`config.mk`:
```
export PLATFORM = sky130hd
export DESIGN_NAME = toggle_rx
export DESIGN_NICKNAME = d
export VERILOG_FILES = /design/src/rtl/toggle_pkg.sv /design/src/rtl/toggle_rx_fifo.sv /design/src/rtl/toggle_rx.sv
export SDC_FILE = /design/constraint.sdc
export NUM_CORES = 1
export LEC_CHECK = 0
export CAP_MARGIN = 20
export CORE_ASPECT_RATIO = 1.1
export CORE_UTILIZATION = 55
export DETAILED_ROUTE_END_ITERATION = 10
export DONT_BUFFER_PORTS = 1
export PLACE_DENSITY = 0.73
export SLEW_MARGIN = 0
export SYNTH_ARGS = -nofsm -noshare
export SYNTH_HDL_FRONTEND = slang
export SYNTH_SLANG_ARGS = --single-unit
```
`constraint.sdc`:
```
create_clock -name clk -period 1.65 [get_ports clk]
set_input_delay 0.165 -clock clk [delete_from_list [all_inputs] [get_ports clk]]
set_output_delay 0.165 -clock clk [all_outputs]
set_load 0.02 [all_outputs]
```
`src/rtl/toggle_pkg.sv`:
```
// Shared defaults and sizing helper for the toggle-channel receiver.
package toggle_pkg;

    localparam int DW_DEF    = 8;
    localparam int DEPTH_DEF = 2;
    localparam int SYNC_DEF  = 2;
    localparam int CW_DEF    = 16;

    // Pointer width for a power-of-two FIFO; never narrower than one bit.
    function automatic int ptr_w(input int depth);
        return (depth > 1) ? $clog2(depth) : 1;
    endfunction

endpackage

```
`src/rtl/toggle_rx_fifo.sv`:
```
// Small FIFO with a registered head word. The head holds its last value once the FIFO drains.
module toggle_rx_fifo
    import toggle_pkg::*;
#(
    parameter int DW    = DW_DEF,
    parameter int DEPTH = DEPTH_DEF
) (
    input  logic          clk,
    input  logic          rst,
    input  logic          wr_en,
    input  logic [DW-1:0] wr_data,
    input  logic          rd_en,
    output logic [DW-1:0] rd_data,
    output logic          empty,
    output logic          full
);

    localparam int AW = ptr_w(DEPTH);

    logic [DW-1:0] mem_q [DEPTH];
    logic [AW-1:0] wr_ptr_q, wr_ptr_d;
    logic [AW-1:0] rd_ptr_q, rd_ptr_d;
    logic [AW-1:0] rd_next;
    logic [AW:0]   occ_q, occ_d;
    logic [DW-1:0] head_q, head_d;
    logic          do_wr, do_rd;

    assign empty   = (occ_q == '0);
    assign full    = (occ_q == (AW+1)'(DEPTH));
    assign do_rd   = rd_en && !empty;
    // A full FIFO still accepts a write when the head pops on the same edge.
    assign do_wr   = wr_en && (!full || do_rd);
    assign rd_next = rd_ptr_q + AW'(1);
    assign rd_data = head_q;

    // NOTE: every always_comb output gets a default first so no latch is inferred.
    always_comb begin
        wr_ptr_d = wr_ptr_q + AW'(do_wr);
        rd_ptr_d = rd_ptr_q + AW'(do_rd);
        occ_d    = occ_q + (AW+1)'(do_wr) - (AW+1)'(do_rd);
        head_d   = head_q;
        if (do_rd && (occ_q > (AW+1)'(1))) begin
            head_d = mem_q[rd_next];
        end else if (do_wr && (empty || do_rd)) begin
            head_d = wr_data;
        end
    end

    // NOTE: sequential state uses non-blocking assignments so all flops update together.
    always_ff @(posedge clk) begin
        if (rst) begin
            wr_ptr_q <= '0;
            rd_ptr_q <= '0;
            occ_q    <= '0;
            head_q   <= '0;
        end else begin
            wr_ptr_q <= wr_ptr_d;
            rd_ptr_q <= rd_ptr_d;
            occ_q    <= occ_d;
            head_q   <= head_d;
        end
    end

    // NOTE: storage is not reset; occupancy alone decides which entries are meaningful.
    always_ff @(posedge clk) begin
        if (do_wr) begin
            mem_q[wr_ptr_q] <= wr_data;
        end
    end

endmodule

```
`src/rtl/toggle_rx.sv`:
```
// Receiving end of a two-phase toggle event channel: synchronise, capture, acknowledge,
// and present captured words on a valid/ready interface.
module toggle_rx
    import toggle_pkg::*;
#(
    parameter int DW          = DW_DEF,
    parameter int DEPTH       = DEPTH_DEF,
    parameter int SYNC_STAGES = SYNC_DEF,
    parameter int CW          = CW_DEF
) (
    input  logic          clk,
    input  logic          rst,
    input  logic          req_tog,
    input  logic [DW-1:0] req_data,
    output logic          ack_tog,
    output logic          out_valid,
    output logic [DW-1:0] out_data,
    input  logic          out_ready,
    output logic [CW-1:0] evt_count,
    output logic          overrun
);

    logic          req_s;
    logic          req_s_d_q;
    logic          ack_q, ack_d;
    logic [CW-1:0] evt_q, evt_d;
    logic          overrun_q, overrun_d;
    logic          wr_en_prev_q;
    logic          pending, wr_en, rd_en;
    logic          fifo_empty, fifo_full;

    if (SYNC_STAGES == 0) begin : g_direct
        assign req_s = req_tog;
    end else begin : g_sync
        logic [SYNC_STAGES-1:0] sync_q;
        always_ff @(posedge clk) begin
            if (rst) begin
                sync_q <= '0;
            end else begin
                sync_q[0] <= req_tog;
                for (int i = 1; i < SYNC_STAGES; i++) begin
                    sync_q[i] <= sync_q[i-1];
                end
            end
        end
        assign req_s = sync_q[SYNC_STAGES-1];
    end

    assign pending = (req_s != ack_q);
    assign rd_en   = out_ready && !fifo_empty;
    assign wr_en   = pending && (!fifo_full || rd_en);

    always_comb begin
        ack_d     = ack_q ^ wr_en;
        evt_d     = evt_q + CW'(wr_en);
        // A fresh edge while the previous event is still unacknowledged means the sender broke protocol.
        overrun_d = overrun_q
                  | ((req_s != req_s_d_q) && (req_s_d_q != ack_q) && !wr_en_prev_q);
    end

    always_ff @(posedge clk) begin
        if (rst) begin
            req_s_d_q    <= 1'b0;
            ack_q        <= 1'b0;
            evt_q        <= '0;
            overrun_q    <= 1'b0;
            wr_en_prev_q <= 1'b0;
        end else begin
            req_s_d_q    <= req_s;
            ack_q        <= ack_d;
            evt_q        <= evt_d;
            overrun_q    <= overrun_d;
            wr_en_prev_q <= wr_en;
        end
    end

    toggle_rx_fifo #(
        .DW    (DW),
        .DEPTH (DEPTH)
    ) u_fifo (
        .clk     (clk),
        .rst     (rst),
        .wr_en   (wr_en),
        .wr_data (req_data),
        .rd_en   (rd_en),
        .rd_data (out_data),
        .empty   (fifo_empty),
        .full    (fifo_full)
    );

    assign ack_tog   = ack_q;
    assign out_valid = !fifo_empty;
    assign evt_count = evt_q;
    assign overrun   = overrun_q;

endmodule
```
==> run metrics <==
final std cells w/o fill ~280; final hold vios 28; crit path max fanout 3; Relative slew margins 0.644; Remaining DRCs 0; max-slew violations 0; die width slightly above 60 um; Worst EP required approximately 1.9 ns; number of H-tree levels 2; WL final roughly 4100 um; CP max-delay cell nor4_2; Fin Clk Skew roughly 0.0070 ns; num rows 23; routability cong. about 0.76; CP Capture Type flip-flop; CP Class flip-flop to flip-flop; Clock Path Buffers 2; EDFF count, synth 16; CP delay by family, top simple AND/OR/NAND/NOR gates; Max IR drop VDD between 0.7 and 0.8 mV; first-pass GRT wire length between 6000 and 7000 um; max_cap viols 0; Pleak just under 1 nW; via count 1,474; post-DP HPWL 2820 um; Setup violations, final 4; Critical Path Source Type flip-flop; Register Area roughly 1200 sq um; Seq/Total Area, Yosys 0.562; Area Growth Syn to Fin 27.5%; worst setup margin -0.0177 ns; Filler cells roughly 260; CP max stage delay ~0.38 ns; ant diodes 0; worst hold path type primary input to flip-flop; layout cells sized above 1 0.258; Synth Register Bits 50; area of the multi-input gates ~940 sq um; clock transition at the registers of the reported paths 0.09 ns; largest net degree at the start of global routing 37; Mapped Cells approximately 190; dpl cells 263; die height approximately 66 um; Max Freq approximately 0.6 GHz; fin crit share 1.01; Core Area 3630 sq um; P per Cell Area approximately 1100 nW/um^2; Synth Cell Area about 2100 sq um; initial core utilization 0.570; Syn Nets 211; die area approximately 4000 sq um; DR WL/cell around 14 um; GR Overflow Total 0; Yosys warnings 0; min Tclk post-route ~1.7 ns; crit path DAT approximately 1.9 ns; CTS tree done; clk_lat worst skew about 0.30 ns; Initial DRC Count 60; Tightest Pin Transition approximately 0.53 ns; Post CTS Setup Buffer Count 0; vias per cell 5.21; Clock Sinks 50; vias in the first global route around 1.6k; hold slack -0.0775 ns; TritonCTS buffer count 5; PortBufs 0; CP bufs+invs 0; status finished, violations left; ANT nets after route 0; Layout Nets between 200 and 250; critical-path cell list xor2_4, and2_4, ha_4, nand4_1, nor4_2, xnor2_1, nor2_1; RSZ-0062 raised after global routing yes; Yosys cell types 32; total track usage 0.228; hold_buf cts 12; utilization after layout 0.727; initial antenna violation count 0; top_reg_cell synth dfxtp_1; failing checks hold timing, setup timing; First-pass DRT Iterations 4; Root Buffer clkbuf_8; FFs w/ async S/R, synth 0; Ports 39; post-synthesis average cell area around 11 sq um
per-layer routing:
layer / routed length (um) / share of wire / vias up / GRT usage
li1: - / - / 738 / -
met1: 1650 / 0.41 / 698 / 0.239
met2: 2200 / 0.54 / 32 / 0.426
met3: 188 / 0.046 / 6 / 0.0705
met4: 36 / 0.0088 / 0 / 0.0625
met5: 0 / 0 / - / 0
worst reg2reg max path: stages (launching register included):
cell	delay [ns]
dfxtp_4	0.37
xor2_4	0.16
and2_4	0.17
ha_4	0.13
nand4_1	0.14
nor4_2	0.38
xnor2_1	0.16
nor2_1	0.06
repair_timing:
item	4_1_cts	5_1_grt
gates resized for setup	6	8
endpoints found under the hold margin	48	28
setup endpoints to repair	25	25
pin swaps	6	10
logic make-up after synthesis:
kind of cell,share of synthesized area
XOR/XNOR,0.0757
AO/OA/AOI/OAI,0.0684
flip-flops,0.562
AND/OR/NAND/NOR,0.184
multiplexers,0.0508
adder cells (fa/ha/maj),0.0303
buffers and inverters,0.0291
cell usage after synthesis, types with 4 or more instances:
cell type / number / area share
nand3_1: 5 / 0.012
and2_1: 4 / 0.012
nand2_1: 20 / 0.036
o211ai_1: 8 / 0.029
ha_1: 5 / 0.030
edfxtp_1: 16 / 0.23
nor2b_1: 8 / 0.024
xnor2_1: 10 / 0.042
a21oi_1: 9 / 0.022
xor2_1: 6 / 0.025
dfxtp_1: 34 / 0.33
mux2i_1: 9 / 0.044
inv_1: 7 / 0.013
nor2_1: 23 / 0.042
nand4_1: 4 / 0.012
metrics by stage:
| step | worst slack, ns | hold slack, ns | TNS [ns] | power, mW | instance area, sq um |
|---|---|---|---|---|---|
| floorplan | -0.139 | 0.264 | -0.670 | 1.94 | 2120 |
| global placement | -0.0173 | 0.234 | -0.0324 | 2.10 | 2350 |
| detailed placement | -0.0412 | 0.237 | -0.266 | 2.13 | 2350 |
| CTS | -0.0284 | -0.0900 | -0.0901 | 3.01 | 2610 |
| global route | -0.145 | -0.0931 | -0.689 | 3.15 | 2640 |
| finish | -0.0177 | -0.0775 | -0.0540 | 3.00 | 2640 |
cell type report:
class	count	share of cell area
multi-input cells	129	0.355
well taps	50	0.0237
inverters	7	0.00997
flip-flops and latches	50	0.444
repair buffers	39	0.124
clock inverters	3	0.0171
clock buffers	5	0.0261
flip-flops by register name (all words and copies together) (netlist names), named ones only:
register and cells:
u_fifo.rd_data 8, u_fifo.rd_ptr_q 1, req_s_d_q 1, u_fifo.mem_q 16, u_fifo.wr_ptr_q 1, evt_count 16, wr_en_prev_q 1, u_fifo.occ_q 2
overrun 1, g_sync.sync_q 2
placed cells by master (no fill, tap or decap), types with 3 or more instances in the layout:
cell type      count
dfxtp_1           31
buf_4             26
nor2_1            22
nand2_1           19
edfxtp_1          16
dlygate4sd3_1     12
xnor2_1           10
mux2i_1            9
a21oi_1            9
nor2b_1            8
o211ai_1           8
inv_1              7
xor2_1             6
clkbuf_8           5
nand3_1            4
nand4_1            4
nor3_2             3
path summary, 6_finish.rpt:
check / from / end / slack (ns) / cells past startpoint
hold reg to reg: wr_en_prev_q$_SDFF_PP0_ / overrun$_SDFF_PP0_ / 0.52 / 3
hold / removal: rst / u_fifo.wr_ptr_q$_SDFF_PP0_ / -0.08 / 1
setup reg to reg: flip-flop / evt_count[12]$_SDFF_PP0_ / -0.02 / 7
setup / recovery: flip-flop / evt_count[12]$_SDFF_PP0_ / -0.02 / 7
where the power goes:
group | switching [mW] | leakage, nW | total (mW) | internal [mW]
Sequential | 0.139 | 0.424 | 1.51 | 1.37
Clock | 0.397 | 0.0504 | 0.848 | 0.451
Combinational | 0.315 | 0.495 | 0.637 | 0.322
Total | 0.851 | 0.969 | 3.00 | 2.15
(Power assumes the default switching activity.)
